===== src/rtl/riscv_dmem_ctrl_pkg.sv =====
// Shared definitions for the data-memory controller: FSM encoding, the
// full-word byte-select constant and the SRAM word-address width helper.
package riscv_dmem_ctrl_pkg;

    typedef enum logic [1:0] {
        StIdle    = 2'd0,
        StRdWait  = 2'd1,
        StRmwWait = 2'd2,
        StResp    = 2'd3
    } dmem_state_e;

    localparam logic [3:0] BYTE_SEL_FULL = 4'hF;

    // Word address drops the two byte-offset bits of the decoded byte address.
    function automatic int unsigned sram_addr_width(input int unsigned dmem_addr_bit);
        return dmem_addr_bit - 2;
    endfunction

endpackage


===== src/rtl/riscv_dmem_byte_merge.sv =====
// Byte-lane merge: each lane takes the new word where byte_sel is set,
// otherwise keeps the old word. Purely combinational.
module riscv_dmem_byte_merge #(
    parameter int unsigned XLEN = 32
) (
    input  logic [XLEN-1:0] old_word,
    input  logic [XLEN-1:0] new_word,
    input  logic [3:0]      byte_sel,
    output logic [XLEN-1:0] merged_word
);

    // Select per byte lane between stored and incoming data.
    always_comb begin
        merged_word = old_word;
        for (int k = 0; k < 4; k++) begin
            if (byte_sel[k]) begin
                merged_word[k*8 +: 8] = new_word[k*8 +: 8];
            end
        end
    end

endmodule


===== src/rtl/riscv_dmem_ctrl.sv =====
// Data-memory responder: services CPU loads/stores against a single-port
// synchronous SRAM without byte enables; sub-word stores use read-modify-write.
module riscv_dmem_ctrl
    import riscv_dmem_ctrl_pkg::*;
#(
    parameter int unsigned XLEN          = 32,
    parameter int unsigned DMEM_ADDR_BIT = 12
) (
    input  logic                     i_clk,
    input  logic                     i_rst,
    input  logic                     i_dmem_req,
    input  logic [XLEN-1:0]          i_dmem_addr,
    input  logic                     i_dmem_wr_en,
    input  logic [3:0]               i_dmem_byte_sel,
    input  logic [XLEN-1:0]          i_dmem_wr_data,
    output logic [XLEN-1:0]          o_dmem_rd_data,
    output logic                     o_dmem_ready,
    output logic                     o_sram_cs,
    output logic                     o_sram_we,
    output logic [DMEM_ADDR_BIT-3:0] o_sram_addr,
    output logic [XLEN-1:0]          o_sram_wdata,
    input  logic [XLEN-1:0]          i_sram_rdata
);

    localparam int unsigned SramAw = sram_addr_width(DMEM_ADDR_BIT);

    dmem_state_e       state_q, state_d;
    logic [SramAw-1:0] addr_q;
    logic [3:0]        byte_sel_q;
    logic [XLEN-1:0]   wdata_q;
    logic [XLEN-1:0]   rd_data_q;

    logic              latch_en;
    logic              cs, we;
    logic [SramAw-1:0] sram_addr;
    logic [XLEN-1:0]   sram_wdata;
    logic [XLEN-1:0]   merged_word;
    logic [SramAw-1:0] req_word;

    // Byte offset and out-of-range upper bits are intentionally dropped (address wraps).
    logic unused_addr_bits;
    assign unused_addr_bits = ^{i_dmem_addr[XLEN-1:DMEM_ADDR_BIT], i_dmem_addr[1:0]};
    assign req_word         = i_dmem_addr[DMEM_ADDR_BIT-1:2];

    riscv_dmem_byte_merge #(
        .XLEN (XLEN)
    ) u_byte_merge (
        .old_word    (i_sram_rdata),
        .new_word    (wdata_q),
        .byte_sel    (byte_sel_q),
        .merged_word (merged_word)
    );

    // State register.
    always_ff @(posedge i_clk or posedge i_rst) begin
        if (i_rst) begin
            state_q <= StIdle;
        end else begin
            state_q <= state_d;
        end
    end

    // Latch the request at accept so later input changes are ignored.
    always_ff @(posedge i_clk or posedge i_rst) begin
        if (i_rst) begin
            addr_q     <= '0;
            byte_sel_q <= '0;
            wdata_q    <= '0;
        end else if (latch_en) begin
            addr_q     <= req_word;
            byte_sel_q <= i_dmem_byte_sel;
            wdata_q    <= i_dmem_wr_data;
        end
    end

    // Capture load data the cycle after the SRAM read; held otherwise.
    always_ff @(posedge i_clk or posedge i_rst) begin
        if (i_rst) begin
            rd_data_q <= '0;
        end else if (state_q == StRdWait) begin
            rd_data_q <= i_sram_rdata;
        end
    end

    // Next-state and SRAM control decode.
    always_comb begin
        state_d    = state_q;
        latch_en   = 1'b0;
        cs         = 1'b0;
        we         = 1'b0;
        sram_addr  = addr_q;
        sram_wdata = wdata_q;
        unique case (state_q)
            StIdle: begin
                if (i_dmem_req) begin
                    // First access is issued straight from the request in the accept cycle.
                    latch_en   = 1'b1;
                    sram_addr  = req_word;
                    sram_wdata = i_dmem_wr_data;
                    if (!i_dmem_wr_en) begin
                        cs      = 1'b1;
                        state_d = StRdWait;
                    end else if (i_dmem_byte_sel == BYTE_SEL_FULL) begin
                        cs      = 1'b1;
                        we      = 1'b1;
                        state_d = StResp;
                    end else if (i_dmem_byte_sel == 4'h0) begin
                        state_d = StResp;
                    end else begin
                        cs      = 1'b1;
                        state_d = StRmwWait;
                    end
                end
            end
            StRdWait: begin
                state_d = StResp;
            end
            StRmwWait: begin
                cs         = 1'b1;
                we         = 1'b1;
                sram_wdata = merged_word;
                state_d    = StResp;
            end
            StResp: begin
                state_d = StIdle;
            end
            default: begin
                state_d = StIdle;
            end
        endcase
    end

    // Reset gates the strobes so an in-flight RMW write is aborted immediately.
    assign o_sram_cs      = cs & ~i_rst;
    assign o_sram_we      = we & ~i_rst;
    assign o_sram_addr    = sram_addr;
    assign o_sram_wdata   = sram_wdata;
    assign o_dmem_ready   = (state_q == StResp);
    assign o_dmem_rd_data = rd_data_q;

endmodule


===== config.mk =====
export PLATFORM = sky130hd
export DESIGN_NAME = riscv_dmem_ctrl
export DESIGN_NICKNAME = d
export VERILOG_FILES = /design/src/rtl/riscv_dmem_ctrl_pkg.sv /design/src/rtl/riscv_dmem_byte_merge.sv /design/src/rtl/riscv_dmem_ctrl.sv
export SDC_FILE = /design/constraint.sdc
export NUM_CORES = 1
export LEC_CHECK = 0
export BUFFER_PORTS_ARGS = -buffer_cell sky130_fd_sc_hd__buf_2
export CORE_ASPECT_RATIO = 0.7
export CORE_MARGIN = 5
export CORE_UTILIZATION = 46
export CTS_CLUSTER_DIAMETER = 200
export CTS_CLUSTER_SIZE = 10
export DETAILED_ROUTE_END_ITERATION = 7
export MAX_ROUTING_LAYER = met4
export PLACE_DENSITY = 0.9
export SYNTH_ARGS = -nofsm -noshare
export SYNTH_HDL_FRONTEND = slang
export SYNTH_SLANG_ARGS = --single-unit

===== constraint.sdc =====
create_clock -name i_clk -period 2.7 [get_ports i_clk]
set_input_delay 0 -clock i_clk [delete_from_list [all_inputs] [get_ports i_clk]]
set_output_delay 0 -clock i_clk [all_outputs]
set_load 0.02 [all_outputs]

==> results of run 1 <==
[state kept, by name, summed over array words and instances (netlist names)]
signal / count
addr_q: 10
byte_sel_q: 4
o_dmem_rd_data: 32
state_q: 2
wdata_q: 32
[Yosys cell counts (all sizes together) (4+ instances only)]
master,instances
a21o,36
a221o,32
and3,32
buf,9
clkbuf,10
dfrtp,80
ha,4
inv,6
mux2,32
nand2,53
nor2,6
[cell families after synthesis]
| group | after synthesis | share of synthesized area |
|---|---|---|
| flops | 80 | 0.551 |
| simple gates | 94 | 0.121 |
| fa+ha+maj | 4 | 0.0138 |
| mux | 34 | 0.106 |
| buf+inv | 25 | 0.0306 |
| compound gates | 74 | 0.178 |
[critical path, stage by stage (launching register included)]
cell and delay [ps]:
dfrtp_1 400, inv_1 110, ha_2 330, buf_4 330
and2_1 320, buf_4 230, nand2_1 90, nand2_1 70
buf_2 170
[power by group through the flow]
stage               Combinational (mW)  Clock (mW)  Sequential (mW)
finish                            3.71        1.23             2.09
CTS                               3.73        1.26             2.08
detailed placement                3.66           0             2.10
global placement                  3.56           0             2.05
global route                      3.98        1.31             2.16
floorplan                         2.24           0             2.35
[routing by layer]
layer / wire length, um / global-route usage
met5: 0 / -
met4: 176 / 0.0590
met3: 788 / 0.0533
met2: 5280 / 0.376
met1: 4460 / 0.280
[layout make-up]
class | instances | area, um^2 | area share
clock buffers | 12 | 256 | 0.0483
flip-flops and latches | 80 | 2000 | 0.377
multi-input cells | 206 | 1530 | 0.288
clock inverters | 4 | 52.6 | 0.00989
well taps | 101 | 126 | 0.0238
repair buffers | 213 | 1320 | 0.249
inverters | 6 | 23.8 | 0.00447
[worst paths after layout]
check / from / end / slack (ps) / depth (start not counted)
max: state_q[0]$_DFFE_PP0P_ / o_sram_addr[0] / 310 / 8
min: i_dmem_wr_data[1] / wdata_q[1]$_DFFE_PP0P_ / 20 / 3
max reg2reg: state_q[0]$_DFFE_PP0P_ / wdata_q[25]$_DFFE_PP0P_ / 700 / 6
min reg2reg: addr_q[1]$_DFFE_PP0P_ / addr_q[1]$_DFFE_PP0P_ / 470 / 2
max in group asynchronous: i_rst / wdata_q[0]$_DFFE_PP0P_ / 1410 / 4
min in group asynchronous: i_rst / o_dmem_rd_data[25]$_DFFE_PP0N_ / 490 / 3
[timing repair]
action,in CTS,in global routing
buffers inserted,0,0
hold buffers,48,0
resized for setup,0,1
hold endpoints to repair,110,0
endpoints found under the setup margin,0,8
[stage by stage]
| step | cell area [um^2] | hold slack, ps | setup slack (ps) |
|---|---|---|---|
| finish | 5320 | 15.1 | 308 |
| detailed placement | 4520 | 215 | 532 |
| floorplan | 3640 | 76.9 | 648 |
| global placement | 4520 | 209 | 555 |
| CTS | 5310 | 6.28 | 168 |
| global route | 5320 | 21.2 | 122 |
==> flow_summary.yaml, run 1 <==
status:
  status: "finished clean"
floorplanning:
  rows: 27
  start_util: 0.468
  die_w_um: 116
  die-area_um2: 9810
  fp.coreArea_um2: 7770
  io_pins: 181
  fp.dieH_um: 84.4
setup_path:
  cp-end-kind: "output port"
  crit_path_max_fanout: 27
  critical_path_arrival_ps: 2390
  worstSetupStartpointType: "flop"
  path_class: "reg2out"
  cp.required_ps: 2700
route:
  num_vias: 3327
  wirelength_mm: 10.7
  wl_per_cell_um: 17.2
  drtAntennaViolNets: 0
  drt-vias-per-instance: 5.35
  dr.pass1.iters: 4
  drt_iter0_drc: 211
  drcViolationCount: 0
final_layout:
  stdcell_count: 622
  final_nets: 624
  syn_to_final_growth_pct: 46.2
  utilization: 0.684
  final_common_cell: "buf_2"
  antenna_cells: 0
  final_cell_mix: "buf_2, dfrtp_1, nand2_1, dlygate4sd3_1, a21o_1"
  drive_above_1_share: 0.418
  fill_cells: 613
timing:
  max_slew.worst_pin.slew_ps: 1100
  fin_skew_ps: 4.82
  hold_viol: 0
  setup_viol: 0
  slew_violations: 0
  final.setup.tns_ps: 0
  slew_headroom: 0.268
  rsz0062_at_grt: "false"
  fmax_mhz: 418
  fin_crit_sh: 0.886
  period_needed_ps: 2390
pwr:
  p_leak_nw: 2.98
  swShare: 0.418
  power_frac_seq: 0.298
  p_per_area_nw_per_um2: 1320
  p_clk_frac: 0.174
  ir_worst_vdd_mv: 0.692
  internal_power_mw: 4.09
  switchingPower_mw: 2.94
  p_comb_frac: 0.528
  total_power_mw: 7.03
synth:
  ys.flop_type: "dfrtp_1"
  async_reset_ff_frac: 1.00
  ys_warn_count: 0
  synth.distinct_cells: 24
  syn-cell-area_um2: 3640
  syn_area_per_cell_um2: 11.7
  ys_top_cells_by_area: "dfrtp_1, mux2_2, a221o_1, a21o_1, and3_1"
  synth_fp_nets: 419
  postSynthCellCount: 311
  synth-seq-cells: 80
  ys_seq_area_frac: 0.551
  yosys.area.top_type: "dfrtp_1"
  yosysTopAreaCellShare: 0.551
  synth_edf_count: 0
global_route:
  grt_pass1_wl_mm: 17.2
  grt_usage: 0.227
  grt_pass1_vias: 3562
  antenna_found_initial: 0
  overflow: 0
  grt_max_degree: 65
placement:
  portBuffers: 158
  dp_hpwl_mm: 7.35
  dpl.cell_count: 558
  gp_congestion: 0.782
clock_tree:
  numCtsBuffers: 9
  clock_path_buffers: 2
  htree_levels: 3
  clock_sinks: 80
  worstSkewPairLatency_ps: 330
  clk_pin_slew_ps: 60
  tritoncts: "built"
  cts_root_buf: "clkbuf_16"
hold_path:
  hp-class: "in2reg"
run:
  max-cap-violations: 0
Note: power is estimated with default switching activity, not from simulation.
==> inputs of run 2 (changes only) <==
--- a/config.mk
+++ b/config.mk
@@ -8,12 +8,13 @@
 export BUFFER_PORTS_ARGS = -buffer_cell sky130_fd_sc_hd__buf_2
 export CORE_ASPECT_RATIO = 0.7
 export CORE_MARGIN = 5
-export CORE_UTILIZATION = 46
+export CORE_UTILIZATION = 47
+export CTS_BUF_LIST = sky130_fd_sc_hd__clkbuf_4 sky130_fd_sc_hd__clkbuf_8
 export CTS_CLUSTER_DIAMETER = 200
 export CTS_CLUSTER_SIZE = 10
 export DETAILED_ROUTE_END_ITERATION = 7
 export MAX_ROUTING_LAYER = met4
-export PLACE_DENSITY = 0.9
+export PLACE_DENSITY = 0.92
 export SYNTH_ARGS = -nofsm -noshare
 export SYNTH_HDL_FRONTEND = slang
 export SYNTH_SLANG_ARGS = --single-unit
==> run 2 against run 1 <==
First-iteration DRC count grew 17%. Sequential cell count is the same. Core utilization grew 2.8 points. Design area shrank 0.64%. Critical path depth shrank 2. Clock skew grew 5.5 ps. Setup slack lost 110 ps.
==> flow_summary.yaml, run 2 (same netlist as run 1, synthesis figures left out) <==
setup_path:
  crit_path_max_fanout: 14
  path_cells: "inv_1 -> ha_1 -> mux2i_2 -> a21o_1 -> a221o_1 -> buf_2"
  critPathTopFamily: "compound AO/OA/AOI/OAI gates"
  critPathMaxStageDelay_ps: 500
  cp_slowest_cell: "ha_1"
  cp.required_ps: 2700
  worstSetupStartpointType: "flop"
  path_class: "reg2out"
  critical_path_arrival_ps: 2500
  ff2ff_setup_slack_ps: 740
  cp_num_buf_inv: 2
  cp-end-kind: "output port"
global_route:
  antenna_found_initial: 0
  grt_max_degree: 65
  grt_pass1_wl_mm: 17.8
  grt_pass1_vias: 3644
  overflow: 0
  grt_usage: 0.240
route:
  drtAntennaViolNets: 0
  wl_per_cell_um: 17.9
  dr.pass1.iters: 4
  drcViolationCount: 0
  num_vias: 3408
  drt-vias-per-instance: 5.41
  drt_iter0_drc: 246
  wirelength_mm: 11.3
floorplanning:
  io_pins: 181
  die-area_um2: 9620
  fp.coreArea_um2: 7420
  rows: 26
  fp.dieH_um: 83.6
  start_util: 0.490
  die_w_um: 115
timing:
  slew_violations: 0
  final.setup.tns_ps: 0
  fin_crit_sh: 0.927
  rsz0062_at_grt: "false"
  hold_viol: 0
  fmax_mhz: 399
  max_slew.worst_pin.slew_ps: 1100
  slew_headroom: 0.266
  setup_viol: 0
  period_needed_ps: 2500
  fin_skew_ps: 10.3
placement:
  portBuffers: 158
  placed_area_um2: 4500
  gp_congestion: 0.790
  dp_hpwl_mm: 7.40
clock_tree:
  htree_levels: 3
  worstSkewPairLatency_ps: 350
  clock_path_buffers: 2
  post-cts-setup-buffer-count: 0
  clk_pin_slew_ps: 80
  numCtsBuffers: 9
  clock_sinks: 80
  tritoncts: "built"
  cts_root_buf: "clkbuf_8"
hold_path:
  hp-class: "in2reg"
pwr:
  total_power_mw: 6.61
  p_leak_nw: 2.97
  ir_worst_vdd_mv: 0.706
  p_per_area_nw_per_um2: 1250
final_layout:
  fin_area_um2: 5280
  syn_to_final_growth_pct: 45.3
  final_cell_mix: "buf_2, dfrtp_1, dlygate4sd3_1, nand2_1, a21o_1"
  drive_above_1_share: 0.409
  final_nets: 634
  final_common_cell: "buf_2"
status:
  status: "finished clean"
run:
  max-cap-violations: 0
-- run 2: cell count changes in the layout (fill, tap and decap cells not counted), sizes merged --
cell	previous run	this run
buf	165	163
bufinv	1	0
clkbuf	12	11
clkinv	1	4
clkinvlp	3	2
diode	0	1
dlygate4sd3	48	60
-- run 2: worst paths after layout --
path / start / to / cells past startpoint
max: state_q[0]$_DFFE_PP0P_ / o_sram_wdata[27] / 6
min: i_dmem_wr_data[13] / wdata_q[13]$_DFFE_PP0P_ / 3
max reg2reg: state_q[0]$_DFFE_PP0P_ / wdata_q[15]$_DFFE_PP0P_ / 5
min reg2reg: addr_q[1]$_DFFE_PP0P_ / addr_q[1]$_DFFE_PP0P_ / 2
max in group asynchronous: i_rst / addr_q[7]$_DFFE_PP0P_ / 4
min in group asynchronous: i_rst / wdata_q[30]$_DFFE_PP0P_ / 3
-- run 2: per-layer routing --
layer / vias to the layer above / part of all wire / global-route usage
met1: 1668 / 0.41 / 0.286
met4: 0 / 0.0083 / 0.0501
met2: 154 / 0.51 / 0.409
met5: - / 0 / -
li1: 1572 / - / -
met3: 14 / 0.075 / 0.0652
-- run 2: metrics by stage --
step                hold WS [ps]   util  setup WS [ps]  instances
floorplan                   76.9      -            648        311
global placement             209  0.607            652        553
detailed placement           216  0.607            575        553
CTS                         1.96  0.712            180        629
global route                4.39  0.712           32.3        629
finish                      15.0  0.712            197        630
-- run 2: worst reg2reg max path, stage by stage, from the launching register on --
cell and delay, ps:
dfrtp_1 420, inv_1 120, ha_1 510, nand2_2 290
buf_4 310, a21o_1 210
-- run 2: area by class of cell --
type / instances / area, um^2
Fill cell: 542 / 2140
Sequential cell: 80 / 2000
Multi-Input combinational cell: 206 / 1530
Timing Repair Buffer: 223 / 1430
Clock buffer: 11 / 139
Tap cell: 98 / 123
Clock inverter: 5 / 33.8
Inverter: 6 / 23.8
Antenna cell: 1 / 2.50
-- run 2: repair_timing --
item / in CTS / in global routing
hold buffers: 60 / 0
endpoints found under the setup margin: 0 / 1
resized for setup: 0 / 1
hold endpoints to repair: 123 / 0
-- run 2: where the power goes --
group	switching, mW	total [mW]	leakage, nW	internal (mW)
Sequential	0.309	2.09	0.975	1.78
Combinational	2.20	3.74	1.91	1.55
Clock	0.425	0.778	0.0861	0.353
==> inputs of run 3 (changes only) <==
--- a/config.mk
+++ b/config.mk
@@ -5,10 +5,11 @@
 export SDC_FILE = /design/constraint.sdc
 export NUM_CORES = 1
 export LEC_CHECK = 0
+export ABC_AREA = 1
 export BUFFER_PORTS_ARGS = -buffer_cell sky130_fd_sc_hd__buf_2
 export CORE_ASPECT_RATIO = 0.7
 export CORE_MARGIN = 5
-export CORE_UTILIZATION = 47
+export CORE_UTILIZATION = 48
 export CTS_BUF_LIST = sky130_fd_sc_hd__clkbuf_4 sky130_fd_sc_hd__clkbuf_8
 export CTS_CLUSTER_DIAMETER = 200
 export CTS_CLUSTER_SIZE = 10
==> run 3 against run 2 <==
Clock skew is 4.4 ps higher. Sequential cell count is the same. Critical endpoint is now o_sram_wdata[14]. Design area increased by 8.8%. Sequential share of layout area decreased by 3.1 points. Critical path type unchanged.
==> flow_summary.yaml, run 3 <==
final_layout:
  multiInputGateArea_um2: 1460
  antenna_cells: 0
  final_common_cell: "nand2_1"
  final_cell_mix: "nand2_1, buf_2, inv_1, dfrtp_1, dlygate4sd3_1"
  final_nets: 852
  seq_area_um2: 2000
  fill_cells: 535
  stdcell_count: 850
  syn_to_final_growth_pct: 48.4
  utilization: 0.730
  drive_above_1_share: 0.251
route:
  dr.pass1.iters: 5
  num_vias: 4364
  wirelength_mm: 13.2
  drt_iter0_drc: 355
  drtAntennaViolNets: 0
  drt-vias-per-instance: 5.13
  wl_per_cell_um: 15.6
  drcViolationCount: 0
setup_path:
  crit_path_max_fanout: 11
  worstSetupStartpointType: "flop"
  rr_startpoint: "state_q[1]$_DFFE_PP0P_"
  cp.required_ps: 2700
  cp-end-kind: "output port"
  startpoint: "state_q[0]$_DFFE_PP0P_"
  critical_path_arrival_ps: 2390
  path_class: "reg2out"
floorplanning:
  die_w_um: 117
  fp.dieH_um: 85.2
  die-area_um2: 9990
  start_util: 0.492
  rows: 27
  io_pins: 181
  fp.coreArea_um2: 7870
clock_tree:
  post-cts-setup-buffer-count: 0
  worstSkewPairLatency_ps: 340
  clock_path_buffers: 2
  cts_root_buf: "clkbuf_8"
  tritoncts: "built"
  cts_resized: 0
  clock_sinks: 80
  numCtsBuffers: 9
  clk_pin_slew_ps: 80
  htree_levels: 3
  hold_buffers: 80
synth:
  postSynthCellCount: 510
  yosys.area.top_type: "dfrtp_1"
  ys.flop_type: "dfrtp_1"
  yosys.cell_count.top_type: "nand2_1"
  synth.distinct_cells: 21
  synth_fp_nets: 618
  synth_edf_count: 0
  syn-cell-area_um2: 3870
  synth-seq-cells: 80
  synth_common_cells: "nand2_1, inv_1, dfrtp_1, o21ai_0, nor2_1"
  ys_warn_count: 0
  yosysTopAreaCellShare: 0.517
  ys_seq_area_frac: 0.517
  async_reset_ff_frac: 1.00
  ys_top_cells_by_area: "dfrtp_1, nand2_1, inv_1, o21ai_0, a21oi_1"
  syn_area_per_cell_um2: 7.59
pwr:
  p_leak_nw: 3.23
  total_power_mw: 6.89
  p_per_area_nw_per_um2: 1200
  ir_worst_vdd_mv: 0.800
global_route:
  antenna_found_initial: 0
  overflow: 0
  grt_max_degree: 70
  grt_usage: 0.273
  grt_pass1_vias: 4454
  grt_pass1_wl_mm: 21.7
placement:
  dpl_worst_slack_ps: 772
  portBuffers: 158
  gp_congestion: 0.858
  dp_hpwl_mm: 7.57
  dpl.cell_count: 754
timing:
  final.setup.tns_ps: 0
  fmax_mhz: 419
  slew_violations: 0
  period_needed_ps: 2390
  fin_crit_sh: 0.884
  setup_viol: 0
  fin_skew_ps: 14.7
  hold_viol: 0
  max_slew.worst_pin.slew_ps: 1070
  slew_headroom: 0.286
  rsz0062_at_grt: "false"
  setup_ws_ps: 313
hold_path:
  hp-class: "in2reg"
  holdCritStartpoint: "i_dmem_req"
status:
  status: "finished clean"
run:
  max-cap-violations: 0
## run 3: cell count changes in the layout (fill, tap and decap cells not counted), moves of 9 or more
cell and change:
a221o_1 -32, a21o_1 -34, nor2_1 +26, a21oi_1 +27, inv_1 +78, and3_1 -32
mux2_2 -29, o21ai_0 +37, nand2_1 +139, dlygate4sd3_1 +20, o22ai_1 +9
## run 3: logic make-up after synthesis
kind of cell,count (synthesis),share of synthesized area
simple gates,234,0.233
buf+inv,104,0.108
compound gates,83,0.115
flops,80,0.517
mux,5,0.0145
fa+ha+maj,4,0.0129
## run 3: cell type report
class,instances,area share
repair buffers,242,0.282
clock buffers,11,0.0242
inverters,85,0.0557
well taps,101,0.0220
multi-input cells,326,0.253
clock inverters,5,0.0142
flip-flops and latches,80,0.348
## run 3: where the power goes
group          switching, mW  total [mW]  internal [mW]
Combinational           2.64        3.86           1.22
Sequential             0.298        2.07           1.78
Clock                  0.417       0.959          0.542
Total                   3.35        6.89           3.54
## run 3: metal layers
metal | track usage | share of wire | vias up | wire, um
met4 | 0.0759 | 0.019 | 0 | 247
met2 | 0.454 | 0.47 | 315 | 6290
li1 | - | - | 2024 | -
met3 | 0.0766 | 0.11 | 30 | 1430
met1 | 0.330 | 0.40 | 1995 | 5270
met5 | - | 0 | - | 0
## run 3: path summary, 6_finish.rpt
kind,endpoint,slack [ps],cells past startpoint
max in group asynchronous,o_dmem_rd_data[14]$_DFFE_PP0N_,1480,4
max,o_sram_wdata[14],310,7
min reg2reg,addr_q[8]$_DFFE_PP0P_,480,2
max reg2reg,o_dmem_rd_data[15]$_DFFE_PP0N_,780,5
min in group asynchronous,addr_q[9]$_DFFE_PP0P_,450,3
min,state_q[1]$_DFFE_PP0P_,50,4
## run 3: critical path, cell delays in order (launching register included)
cell and delay [ps]:
dfrtp_1 410, inv_1 110, ha_1 430, inv_1 270, o21ai_2 420, nand2_1 120
nand2_1 100, buf_2 180
## run 3: per-stage QoR
stage | instance area [um^2] | hold WS [ps]
finish | 5750 | 52.0
floorplan | 3870 | 76.9
CTS | 5750 | 21.2
global route | 5750 | 79.8
global placement | 4720 | 212
detailed placement | 4720 | 217
